`src/rtl/sqrt_arbiter_pkg.sv`:
```
// Shared definitions for the sqrt request arbiter: default parameter values and the
// controller state encoding.
package sqrt_arbiter_pkg;

  localparam int unsigned DefaultWidth   = 24;  // operand width
  localparam int unsigned DefaultNumReq  = 4;   // requester count
  localparam int unsigned DefaultTagW    = 4;   // requester tag width
  localparam int unsigned DefaultTimeout = 64;  // max cycles waiting for the sqrt unit

  typedef enum logic [1:0] {
    StIdle  = 2'd0,
    StIssue = 2'd1,
    StWait  = 2'd2,
    StResp  = 2'd3
  } state_e;

endpackage

```
`src/rtl/sqrt_arbiter_rr.sv`:
```
// Round-robin grant: combinational search for the first set request at or above the
// priority pointer, wrapping modulo NUM_REQ.
// Ports:
//   req_i  request vector
//   ptr_i  index of the highest-priority requester
//   gnt_o  one-hot grant, all zero when no request is set
module rr_arbiter
  import sqrt_arbiter_pkg::*;
#(
  parameter int unsigned NUM_REQ = DefaultNumReq,
  parameter int unsigned PTR_W   = 2
) (
  input  logic [NUM_REQ-1:0] req_i,
  input  logic [PTR_W-1:0]   ptr_i,
  output logic [NUM_REQ-1:0] gnt_o
);

  logic             found;
  logic [PTR_W-1:0] idx;

  always_comb begin
    gnt_o = '0;
    found = 1'b0;
    idx   = '0;
    for (int unsigned i = 0; i < NUM_REQ; i++) begin
      idx = PTR_W'((32'(ptr_i) + i) % NUM_REQ);
      if (!found && req_i[idx]) begin
        gnt_o[idx] = 1'b1;
        found      = 1'b1;
      end
    end
  end

endmodule

```
`src/rtl/sqrt_arbiter.sv`:
```
// Shares one external iterative square-root unit between NUM_REQ requesters.
// One operation is in flight at a time: grant (IDLE) -> start pulse (ISSUE) ->
// wait for result or timeout (WAIT) -> hold response until accepted (RESP).
// Ports:
//   clk_i, reset_i           clock, synchronous active-high reset
//   req_valid_i/req_ready_o  per-requester request handshake (zero-cycle grant in IDLE)
//   req_n_i, req_tag_i       packed radicands and tags, requester k in slice k
//   rsp_valid_o/rsp_ready_i  per-requester response handshake, one-hot
//   rsp_q_o, rsp_r_o         shared root / remainder
//   rsp_tag_o, rsp_err_o     tag of owning request, timeout flag
//   sq_start_o, sq_n_o       start pulse and held radicand to the sqrt unit
//   sq_q_i, sq_r_i, sq_valid_i  result and one-cycle strobe from the sqrt unit
//   busy_o                   high outside IDLE
module sqrt_arbiter
  import sqrt_arbiter_pkg::*;
#(
  parameter int unsigned WIDTH   = DefaultWidth,
  parameter int unsigned NUM_REQ = DefaultNumReq,
  parameter int unsigned TAG_W   = DefaultTagW,
  parameter int unsigned TIMEOUT = DefaultTimeout
) (
  input  logic                     clk_i,
  input  logic                     reset_i,
  input  logic [NUM_REQ-1:0]       req_valid_i,
  output logic [NUM_REQ-1:0]       req_ready_o,
  input  logic [NUM_REQ*WIDTH-1:0] req_n_i,
  input  logic [NUM_REQ*TAG_W-1:0] req_tag_i,
  output logic [NUM_REQ-1:0]       rsp_valid_o,
  input  logic [NUM_REQ-1:0]       rsp_ready_i,
  output logic [WIDTH-1:0]         rsp_q_o,
  output logic [WIDTH-1:0]         rsp_r_o,
  output logic [TAG_W-1:0]         rsp_tag_o,
  output logic                     rsp_err_o,
  output logic                     sq_start_o,
  output logic [WIDTH-1:0]         sq_n_o,
  input  logic [WIDTH-1:0]         sq_q_i,
  input  logic [WIDTH-1:0]         sq_r_i,
  input  logic                     sq_valid_i,
  output logic                     busy_o
);

  localparam int unsigned IdxW = (NUM_REQ > 1) ? $clog2(NUM_REQ) : 1;
  localparam int unsigned CntW = $clog2(TIMEOUT + 1);

  state_e            state_q, state_d;
  logic [IdxW-1:0]   ptr_q, ptr_d;
  logic [IdxW-1:0]   idx_q, idx_d;
  logic [WIDTH-1:0]  n_q, n_d;
  logic [WIDTH-1:0]  q_q, q_d;
  logic [WIDTH-1:0]  r_q, r_d;
  logic [TAG_W-1:0]  tag_q, tag_d;
  logic              err_q, err_d;
  logic [CntW-1:0]   cnt_q, cnt_d;

  logic [NUM_REQ-1:0] gnt;
  logic [IdxW-1:0]    gnt_idx;
  logic [WIDTH-1:0]   gnt_n;
  logic [TAG_W-1:0]   gnt_tag;

  rr_arbiter #(
    .NUM_REQ (NUM_REQ),
    .PTR_W   (IdxW)
  ) u_rr_arbiter (
    .req_i (req_valid_i),
    .ptr_i (ptr_q),
    .gnt_o (gnt)
  );

  // Select the granted requester's operand and tag.
  always_comb begin
    gnt_idx = '0;
    gnt_n   = '0;
    gnt_tag = '0;
    for (int unsigned k = 0; k < NUM_REQ; k++) begin
      if (gnt[k]) begin
        gnt_idx = IdxW'(k);
        gnt_n   = req_n_i[k*WIDTH +: WIDTH];
        gnt_tag = req_tag_i[k*TAG_W +: TAG_W];
      end
    end
  end

  always_comb begin
    state_d     = state_q;
    ptr_d       = ptr_q;
    idx_d       = idx_q;
    n_d         = n_q;
    q_d         = q_q;
    r_d         = r_q;
    tag_d       = tag_q;
    err_d       = err_q;
    cnt_d       = cnt_q;
    req_ready_o = '0;
    unique case (state_q)
      StIdle: begin
        // Gated by reset so no handshake completes on a cycle the state is being cleared.
        req_ready_o = reset_i ? '0 : gnt;
        if (|req_valid_i) begin
          idx_d   = gnt_idx;
          n_d     = gnt_n;
          tag_d   = gnt_tag;
          state_d = StIssue;
        end
      end
      StIssue: begin
        cnt_d   = '0;
        state_d = StWait;
      end
      StWait: begin
        if (sq_valid_i) begin
          q_d     = sq_q_i;
          r_d     = sq_r_i;
          err_d   = 1'b0;
          state_d = StResp;
        end else if (cnt_q == CntW'(TIMEOUT - 1)) begin
          // TIMEOUT-th WAIT cycle without a result strobe.
          q_d     = '0;
          r_d     = '0;
          err_d   = 1'b1;
          state_d = StResp;
        end else begin
          cnt_d = cnt_q + CntW'(1);
        end
      end
      StResp: begin
        if (rsp_ready_i[idx_q]) begin
          ptr_d   = (idx_q == IdxW'(NUM_REQ - 1)) ? '0 : idx_q + IdxW'(1);
          state_d = StIdle;
        end
      end
      default: state_d = StIdle;
    endcase
  end

  always_comb begin
    rsp_valid_o = '0;
    if (state_q == StResp) rsp_valid_o[idx_q] = 1'b1;
  end

  // The sqrt unit re-reads its operand every iteration, so hold it through WAIT.
  assign sq_n_o     = (state_q == StIssue || state_q == StWait) ? n_q : '0;
  assign sq_start_o = (state_q == StIssue);
  assign busy_o     = (state_q != StIdle);
  assign rsp_q_o    = q_q;
  assign rsp_r_o    = r_q;
  assign rsp_tag_o  = tag_q;
  assign rsp_err_o  = err_q;

  always_ff @(posedge clk_i) begin
    if (reset_i) begin
      state_q <= StIdle;
      ptr_q   <= '0;
      idx_q   <= '0;
      n_q     <= '0;
      q_q     <= '0;
      r_q     <= '0;
      tag_q   <= '0;
      err_q   <= 1'b0;
      cnt_q   <= '0;
    end else begin
      state_q <= state_d;
      ptr_q   <= ptr_d;
      idx_q   <= idx_d;
      n_q     <= n_d;
      q_q     <= q_d;
      r_q     <= r_d;
      tag_q   <= tag_d;
      err_q   <= err_d;
      cnt_q   <= cnt_d;
    end
  end

endmodule

```
`config.mk`:
```
export PLATFORM = sky130hd
export DESIGN_NAME = sqrt_arbiter
export DESIGN_NICKNAME = d
export VERILOG_FILES = /design/src/rtl/sqrt_arbiter_pkg.sv /design/src/rtl/sqrt_arbiter_rr.sv /design/src/rtl/sqrt_arbiter.sv
export SDC_FILE = /design/constraint.sdc
export NUM_CORES = 1
export LEC_CHECK = 0
export CAP_MARGIN = 10
export CORE_MARGIN = 2
export CORE_UTILIZATION = 39
export DETAILED_ROUTE_END_ITERATION = 6
export PLACE_DENSITY = 0.82
export SLEW_MARGIN = 40
export SYNTH_ARGS = -nofsm -noshare
export SYNTH_HDL_FRONTEND = slang
export SYNTH_SLANG_ARGS = --single-unit
```
`constraint.sdc`:
```
create_clock -name clk_i -period 3.6 [get_ports clk_i]
set_input_delay 0.72 -clock clk_i [delete_from_list [all_inputs] [get_ports clk_i]]
set_output_delay 0.72 -clock clk_i [all_outputs]
set_load 0.02 [all_outputs]
```
Word-level counts from Yosys, hierarchy flattened
Cells that the tools add are included.

cells by class
  $add $sub $neg = 5
  order comparisons = 10
  eq/ne operators = 10
  multiplexer cells = 56
  bitwise operators = 3
  reductions and logical operators = 22

operators with widths
  kind                   number
  $mux W24               8
  $mux W4                11
  $mux W1                16
  $lt A2 B3 Y1 const B   5
  $mux W2                7
  $mux W7                2
  $pmux W7 S2            1
  $or A4 B4 Y4           3
  $bmux W1 S2            5
  $demux W1 S2           5
  $ge A2 B1 Y1 const B   5
  $logic_and A1 B1 Y1    8
  $ne A2 B2 Y1 const B   4
  $pmux W2 S4            1
  $add A7 B1 Y7 const B  1
  $eq A7 B6 Y1 const B   1
  $eq A2 B2 Y1 const B   3
  $reduce_and A2 Y1      3
  $reduce_and A3 Y1      2
  $reduce_bool A2 Y1     3
  $add A2 B1 Y2 const B  2
  $add A2 B2 Y2 const B  2
  $reduce_or A4 Y1       1
  $logic_not A1 Y1       3
  4 further kinds        4

storage, ports and cells
  flip-flop bits (word level) = 90
  input bits = 171
  output and inout port bits = 87
  logic and storage cells = 115

Logic depth before layout (Yosys ltp)
Gate-level depths: netlist of run 1.

  word-level depth = 16
  gate-level depth with buffers = 12
  depth with buffers taken out = 9

Cells and area by module
From an unflattened synthesis of run 1, not the netlist that was laid out.

second synthesis, totals
  cell total of the unflattened synthesis = 582
  area, all modules = 4,875.9 um2

modules (own cells, without submodules)
  module        times used  cells an instance  area an instance (um2)
  sqrt_arbiter  1           546                4,538.1
  rr_arbiter    1           36                 337.8

Least setup slack after synthesis of run 1
OpenSTA, ideal clock, no wires.

  path kind = reg-to-output
  start = register ptr_q[0]
  end = output port req_ready_o[2]
  arrival time = 2.908 ns
  required time = 2.880 ns
  path slack = -0.028 ns
  stages on the path, launching flop included = 10
  path buffers = 3
  cells stage by stage = dfxtp_1 -> buf_6 -> inv_1 -> ha_1 -> mux4_1 -> nor2_1 -> a21o_1 -> buf_4 -> clkbuf_1 -> nor2b_1

between the ends
  cells in the longest elaborated chain, start to end = 14
  elaborated cells between the ends (all ways) = 49
  classes of those cells = add/sub: 3; order compare: 8; mux: 25; bitwise: 3; reduce/logical: 10

RTL lines
  what                                                                   line                   RTL
  from (decl)                                                            sqrt_arbiter.sv:46     logic [IdxW-1:0] ptr_q, ptr_d;
  from (signal assigned)                                                 sqrt_arbiter.sv:162    ptr_q <= ptr_d;
  parallel branches: the longest is 11 deep, another holds $lt A2 B3 Y1  n/a
  $mux W4 *                                                              sqrt_arbiter_rr.sv:27  if (!found && req_i[idx]) begin
  $mux W4 *                                                              sqrt_arbiter.sv:97     req_ready_o = reset_i ? '0 : gnt;
  $mux W4 *                                                              sqrt_arbiter.sv:94     unique case (state_q)
  to (decl)                                                              sqrt_arbiter.sv:25     output logic [NUM_REQ-1:0] req_ready_o,

Every way passes the cells marked *. The select of a mux whose other input is x is not followed.

Worst setup path in the final report of run 1
  start = input port req_valid_i[0]
  end = output port req_ready_o[1]

between the ends
  cells in the longest elaborated chain, start to end = 14
  elaborated cells between the ends (all ways) = 26
  classes of those cells = mux: 17; bitwise: 3; reduce/logical: 6

RTL lines
  what                           line                   RTL
  from (decl)                    sqrt_arbiter.sv:24     input logic [NUM_REQ-1:0] req_valid_i,
  $bmux W1 S2                    sqrt_arbiter_rr.sv:27
  $mux W1 (implied by the code)  sqrt_arbiter_rr.sv:27
  $mux W1                        sqrt_arbiter_rr.sv:27
  $logic_not A1 Y1               sqrt_arbiter_rr.sv:27
  $logic_and A1 B1 Y1            sqrt_arbiter_rr.sv:27
  $mux W1                        sqrt_arbiter_rr.sv:27
  $logic_not A1 Y1               sqrt_arbiter_rr.sv:27
  $logic_and A1 B1 Y1            sqrt_arbiter_rr.sv:27
  $mux W1                        sqrt_arbiter_rr.sv:27
  $logic_not A1 Y1               sqrt_arbiter_rr.sv:27
  $logic_and A1 B1 Y1            sqrt_arbiter_rr.sv:27
  $mux W4 *                      sqrt_arbiter_rr.sv:27
  $mux W4 *                      sqrt_arbiter.sv:97
  $mux W4 *                      sqrt_arbiter.sv:94

Mark *: on every way between the ends. The rest lies on a longest branch, timed or not. The select of a mux whose other input is x is not followed.

==> reports/metrics.csv, run 1 <==
stage,metric,value,unit
outcome,status,"finished, final reports clean",
synthesis,Mean Syn Cell Area,8.98,sq um
die,total core area,11300,sq um
placement,HPWL Detailed,12600,um
cells_and_area,# nets final,952,
power_and_ir_drop,Final Power,0.00428,W
detailed_routing,DRT iter0 DRCs,322,
clocking,"Reg clk slew, reported paths",60,ps
cells_and_area,"commonest non-fill, non-tap cell in the layout",clkdlybuf4s50_1,
worst_setup_path,FF-to-FF path depth,11,
placement,PortBufs,257,
die,initial core utilization,39.7,%
synthesis,"Distinct cells, synth",48,
synthesis,register area share after synthesis,40.1,%
clocking,Num CTS Buffers,9,
detailed_routing,WL final,16800,um
worst_setup_path,end of the worst register-to-register path,n_q[11],
grt,global-route wire length before repair,26600,um
worst_setup_path,Worst setup SP type,input pin,
job,max-cap violation count,0,
sta,Tcrit/Tclk final,96.8,%
detailed_routing,Final ANT Viol Nets,0,
sta,worst slew pin tran,710,ps
detailed_routing,DRC Markers,0,
sta,Setup Viol. Count Final,0,
cells_and_area,share of layout cells above drive strength 1,11.0,%
hold_path,Hold Path Depth,1,
detailed_routing,Pre-antenna DRT Iters,4,
grt,initial antenna violation count,0,
cells_and_area,fin cells,913,
power_and_ir_drop,Pwr per Cell Area,558,nW/um^2
die,I/O pins,258,
sta,setup TNS,0,ps
placement,routability congestion estimate,0.949,
synthesis,number of synthesized flops with an enable pin,0,
clocking,clk sinks,90,
worst_setup_path,reg2reg start,ptr_q[0],
clocking,Max Root-Sink Buffers,2,
synthesis,Ys Warns,0,
die,die height,111,um
hold_path,hold_sp,n_q[0],
clocking,Worst-Skew Late Latency,340,ps
clocking,# resized after CTS,6,
worst_setup_path,Critical Path AT,2760,ps
grt,largest net degree at the start of global routing,67,
grt,Total GRT Usage,26.7,%
worst_setup_path,R2R Setup Slk,420,ps
grt,GR Overflow Total,0,
detailed_routing,vias per inst,5.47,
clocking,cts-stage hold buffer count,0,
cells_and_area,final instance area,7670,sq um
worst_setup_path,"critical path fanouts, max",6,
sta,min Tclk post-route,3480,ps
die,FP Rows,39,
synthesis,ys async rst share,0,%
placement,Post-DP Area,7370,sq um
cells_and_area,fill count,909,
synthesis,synthesized instance count,501,
cells_and_area,highest-count cells in the layout ignoring fill and taps,"clkdlybuf4s50_1, dfxtp_1, nor2_1, a22oi_1, buf_4",
sta,RSZ-0062 raised after global routing,no,
cells_and_area,P&R area growth vs syn,70.7,%
synthesis,ys flop type,dfxtp_1,
cells_and_area,Diodes inserted,0,
worst_setup_path,critical path required time,2880,ps
sta,Final Max Slew Viols,0,
clocking,Post-CTS Setup Inserts,0,
detailed_routing,routed vias,4991,
worst_setup_path,WS Path Type,input pin to output pin,
sta,final worst slack,117,ps
die,die area,12400,sq um
power_and_ir_drop,Leak,2.90,nW
clocking,# H-tree levels,3,
synthesis,Post-Syn Area,4500,sq um
sta,Final Hold Violating Endpoints,0,
synthesis,Synth Register Bits,90,
worst_setup_path,Worst Setup End Kind,output pin,
synthesis,Syn Nets,688,
sta,Clock Skew,9.31,ps
placement,pre-CTS WS,-221,ps
clocking,Root Buffer,clkbuf_16,
power_and_ir_drop,VDD IR max,0.336,mV
placement,DP Cell Count,897,
detailed_routing,WL per Instance,18.4,um
sta,Slew headroom,52.7,%
sta,FMAX,287,MHz
grt,vias in the first global route,5238,
hold_path,Hold Path End,n_q[0],
hold_path,HP Class,flip-flop to flip-flop,
clocking,CTS tree,done,
die,Chip Width,111,um
-- routing by layer --
metal	part of all wire [%]	routed length, um	up-vias	track usage [%]
li1	-	-	2377	-
met1	40	6660	2346	30.3
met2	48	8110	237	46.2
met3	9.1	1540	31	8.06
met4	3.0	506	0	12.1
met5	0	0	-	0
-- sequential cells by signal (all words and copies together) (netlist names) --
register   flops
n_q           24
rsp_q_o       24
rsp_r_o       24
cnt_q          7
rsp_tag_o      4
idx_q          2
ptr_q          2
state_q        2
rsp_err_o      1
-- through the flow --
step / hold slack, ps / util [%]
floorplan: 417 / -
global placement: 438 / 65.1
detailed placement: 461 / 65.1
CTS: 483 / 67.8
global route: 496 / 67.8
finish: 480 / 67.8
-- cell usage after synthesis (all sizes together) (2+ instances only) --
cell / instances / area share (%)
a211oi: 4 / 0.89
a21o: 3 / 0.53
a21oi: 13 / 1.4
a221o: 23 / 5.5
a221oi: 27 / 5.3
a22oi: 49 / 8.3
a311oi: 2 / 0.78
and2: 32 / 4.5
and3: 7 / 1.1
buf: 9 / 1.6
clkbuf: 30 / 2.5
dfxtp: 90 / 40
dlygate4sd1: 2 / 0.39
ha: 16 / 4.5
inv: 11 / 0.92
mux2i: 4 / 0.89
mux4: 5 / 2.7
nand2: 22 / 1.8
nand2b: 4 / 0.56
nor2: 86 / 7.2
nor2b: 7 / 1.1
nor3: 6 / 0.67
nor4: 2 / 0.28
o21ai: 27 / 3.0
o32ai: 4 / 0.78
xor2: 4 / 0.78
-- critical path, cell delays in order --
cell and delay [ps]:
clkdlybuf4s50_1 490, mux4_2 580, buf_4 170, a211oi_2 220, a22o_2 200, nor2_1 40, dlygate4sd2_1 340
-- how the worst max path moves through the flow --
| stage | cells past startpoint | start | slack (ps) | endpoint |
|---|---|---|---|---|
| finish | 7 | req_valid_i[0] | 120 | req_ready_o[1] |
| global route | 8 | ptr_q[0] | 20 | req_ready_o[1] |
| CTS | 7 | req_valid_i[0] | 120 | req_ready_o[1] |
| detailed placement | 6 | req_valid_i[0] | -220 | req_ready_o[1] |
| global placement | 6 | req_valid_i[0] | -160 | req_ready_o[1] |
| floorplan | 9 | ptr_q[0] | 70 | req_ready_o[2] |
-- final cells by class --
cell class	count	area, sq um	area share (%)
Sequential cell	90	1800	23.5
Inverter	11	41.3	0.538
Timing Repair Buffer	294	2870	37.3
Tap cell	143	179	2.33
Clock inverter	6	70.1	0.913
Multi-Input combinational cell	359	2480	32.3
Clock buffer	10	239	3.11
-- power breakdown --
part,total [W],internal [W],switching [W]
sequential,0.00131,0.00120,0.000112
combinational,0.00199,0.000956,0.00103
clock,0.000986,0.000566,0.000419
total,0.00428,0.00272,0.00156
-- cells by family (layout without fill, tap and decap cells) --
kind of cell	Yosys count	in the layout	synth area share (%)
and+or+nand+nor	171	171	17.9
buffers and inverters	52	321	5.43
muxes	9	9	3.56
xor gates and xnor gates	4	4	0.779
adders and majority gates	16	16	4.45
AOI/OAI and AO/OA	159	159	27.8
DFF	90	90	40.1
Power figures use the tool's default switching activity.
==> inputs of run 2 (changes only) <==
--- a/config.mk
+++ b/config.mk
@@ -6,7 +6,7 @@
 export NUM_CORES = 1
 export LEC_CHECK = 0
 export CAP_MARGIN = 10
-export CORE_MARGIN = 2
+export CORE_MARGIN = 1
 export CORE_UTILIZATION = 39
 export DETAILED_ROUTE_END_ITERATION = 6
 export PLACE_DENSITY = 0.82
==> run 2 against run 1 <==
Effect of this change:
- via count increased by 0.92%
- clock skew shrank 2.9 ps
- combinational power is essentially flat
- die area fell by 3.6%
- critical endpoint is now req_ready_o[3]
- global-route usage increased by 0.51 points
==> reports/metrics.csv, run 2 (synthesized netlist as in run 1, its figures left out) <==
stage,metric,value,unit
job,max-cap violation count,0,
detailed_routing,Final ANT Viol Nets,0,
sta,FMAX,284,MHz
clocking,Num CTS Buffers,9,
hold_path,hold_sp,n_q[19],
die,die height,109,um
die,total core area,11000,sq um
sta,min Tclk post-route,3520,ps
die,die area,12000,sq um
worst_setup_path,FF-to-FF path depth,13,
sta,setup TNS,0,ps
sta,Slew headroom,52.2,%
placement,PortBufs,257,
detailed_routing,Pre-antenna DRT Iters,5,
grt,vias in the first global route,5160,
worst_setup_path,end of the worst register-to-register path,n_q[0],
detailed_routing,WL final,16500,um
hold_path,HP Class,flip-flop to flip-flop,
clocking,# H-tree levels,3,
worst_setup_path,Worst Setup End Kind,output pin,
placement,routability congestion estimate,0.895,
die,FP Rows,38,
worst_setup_path,reg2reg start,ptr_q[0],
die,I/O pins,258,
sta,RSZ-0062 raised after global routing,no,
detailed_routing,vias per inst,5.52,
worst_setup_path,critical path required time,2880,ps
detailed_routing,DRC Markers,0,
detailed_routing,routed vias,5037,
worst_setup_path,Critical Path AT,2800,ps
power_and_ir_drop,Pwr per Cell Area,551,nW/um^2
grt,Total GRT Usage,27.2,%
grt,global-route wire length before repair,25000,um
cells_and_area,highest-count cells in the layout ignoring fill and taps,"clkdlybuf4s50_1, dfxtp_1, nor2_1, a22oi_1, buf_4",
worst_setup_path,Worst setup SP type,input pin,
worst_setup_path,Worst Setup SP,req_valid_i[0],
power_and_ir_drop,Leak,2.90,nW
clocking,clk sinks,90,
sta,Tcrit/Tclk final,97.8,%
clocking,CTS tree,done,
clocking,Root Buffer,clkbuf_16,
worst_setup_path,worst path cell trace,clkdlybuf4s50_1 > mux4_2 > nor2b_1 > nand2_1 > a31o_2 > nor2_1 > dlygate4sd2_1,
outcome,status,"finished, final reports clean",
worst_setup_path,WS Path Type,input pin to output pin,
sta,Setup Viol. Count Final,0,
cells_and_area,"Core Util, Final",69.6,%
grt,GR Overflow Total,0,
worst_setup_path,"critical path fanouts, max",6,
worst_setup_path,R2R Setup Slk,390,ps
worst_setup_path,max incr delay on CP,560,ps
grt,initial antenna violation count,0,
clocking,"Reg clk slew, reported paths",70,ps
grt,largest net degree at the start of global routing,67,
die,initial core utilization,40.8,%
cells_and_area,P&R area growth vs syn,70.6,%
clocking,Worst-Skew Late Latency,340,ps
sta,worst slew pin tran,718,ps
sta,Clock Skew,6.45,ps
cells_and_area,Diodes inserted,0,
cells_and_area,# nets final,954,
worst_setup_path,crit path capture,req_ready_o[3],
detailed_routing,WL per Instance,18.1,um
worst_setup_path,"Max stage delay cell, worst path",mux4_2,
clocking,Max Root-Sink Buffers,2,
placement,HPWL Detailed,12500,um
detailed_routing,DRT iter0 DRCs,269,
sta,Final Max Slew Viols,0,
clocking,Post-CTS Setup Inserts,0,
cells_and_area,fill count,890,
cells_and_area,share of layout cells above drive strength 1,11.1,%
die,Chip Width,109,um
power_and_ir_drop,VDD IR max,0.391,mV
cells_and_area,"commonest non-fill, non-tap cell in the layout",clkdlybuf4s50_1,
sta,Final Hold Violating Endpoints,0,
run 2: power by group:
| part | internal, W | switching, W | leakage, nW |
|---|---|---|---|
| combinational | 0.000957 | 0.00103 | 2.03 |
| clock | 0.000517 | 0.000414 | 0.145 |
| sequential | 0.00120 | 0.000113 | 0.733 |
| total | 0.00267 | 0.00156 | 2.90 |
run 2: cell type report:
class / instances / area (sq um) / area share (%)
sequential: 90 / 1800 / 23.5
tap: 140 / 175 / 2.28
clock buffer: 11 / 253 / 3.29
multi-input combinational: 359 / 2480 / 32.3
inverter: 11 / 41.3 / 0.538
clock inverter: 5 / 45.0 / 0.587
timing repair buffer: 296 / 2880 / 37.5
run 2: worst min-delay path by stage:
stage,to,slack [ps],depth (start not counted)
5_1_grt,n_q[16],500,1
3_3_place_gp,n_q[19],440,2
2_1_floorplan,n_q[19],420,2
4_1_cts,n_q[19],470,2
6_report,n_q[19],470,2
3_5_place_dp,n_q[19],450,2
run 2: per-layer routing:
| metal | GRT usage, % | share of wire [%] | up-vias |
|---|---|---|---|
| met4 | 15.5 | 4.5 | 0 |
| met3 | 9.37 | 12 | 45 |
| li1 | - | - | 2374 |
| met1 | 27.7 | 36 | 2368 |
| met2 | 48.3 | 48 | 250 |
| met5 | 0 | 0 | - |
run 2: worst max-delay path: cells and delay by family:
| kind | cells | cell delay [ps] |
|---|---|---|
| AND/OR/NAND/NOR | 3 | 420 |
| multiplexers | 1 | 560 |
| AO/OA/AOI/OAI | 1 | 260 |
| buffers and inverters | 2 | 840 |
run 2: stage by stage:
| step | instances | power (W) | setup slack [ps] | hold WS [ps] | area, sq um |
|---|---|---|---|---|---|
| finish | 912 | 0.00423 | 78.5 | 471 | 7670 |
| global route | 912 | 0.00448 | 2.20 | 498 | 7670 |
| CTS | 912 | 0.00426 | 83.1 | 466 | 7680 |
| detailed placement | 896 | 0.00331 | -144 | 450 | 7380 |
| global placement | 896 | 0.00326 | -109 | 437 | 7380 |
| floorplan | 501 | 0.00242 | 73.7 | 417 | 4500 |
run 2: repair_timing:
action | CTS | global route
hold buffers | 0 | 0
resized for setup | 4 | 1
setup endpoints to repair | 4 | 3
gates cloned | 0 | 0
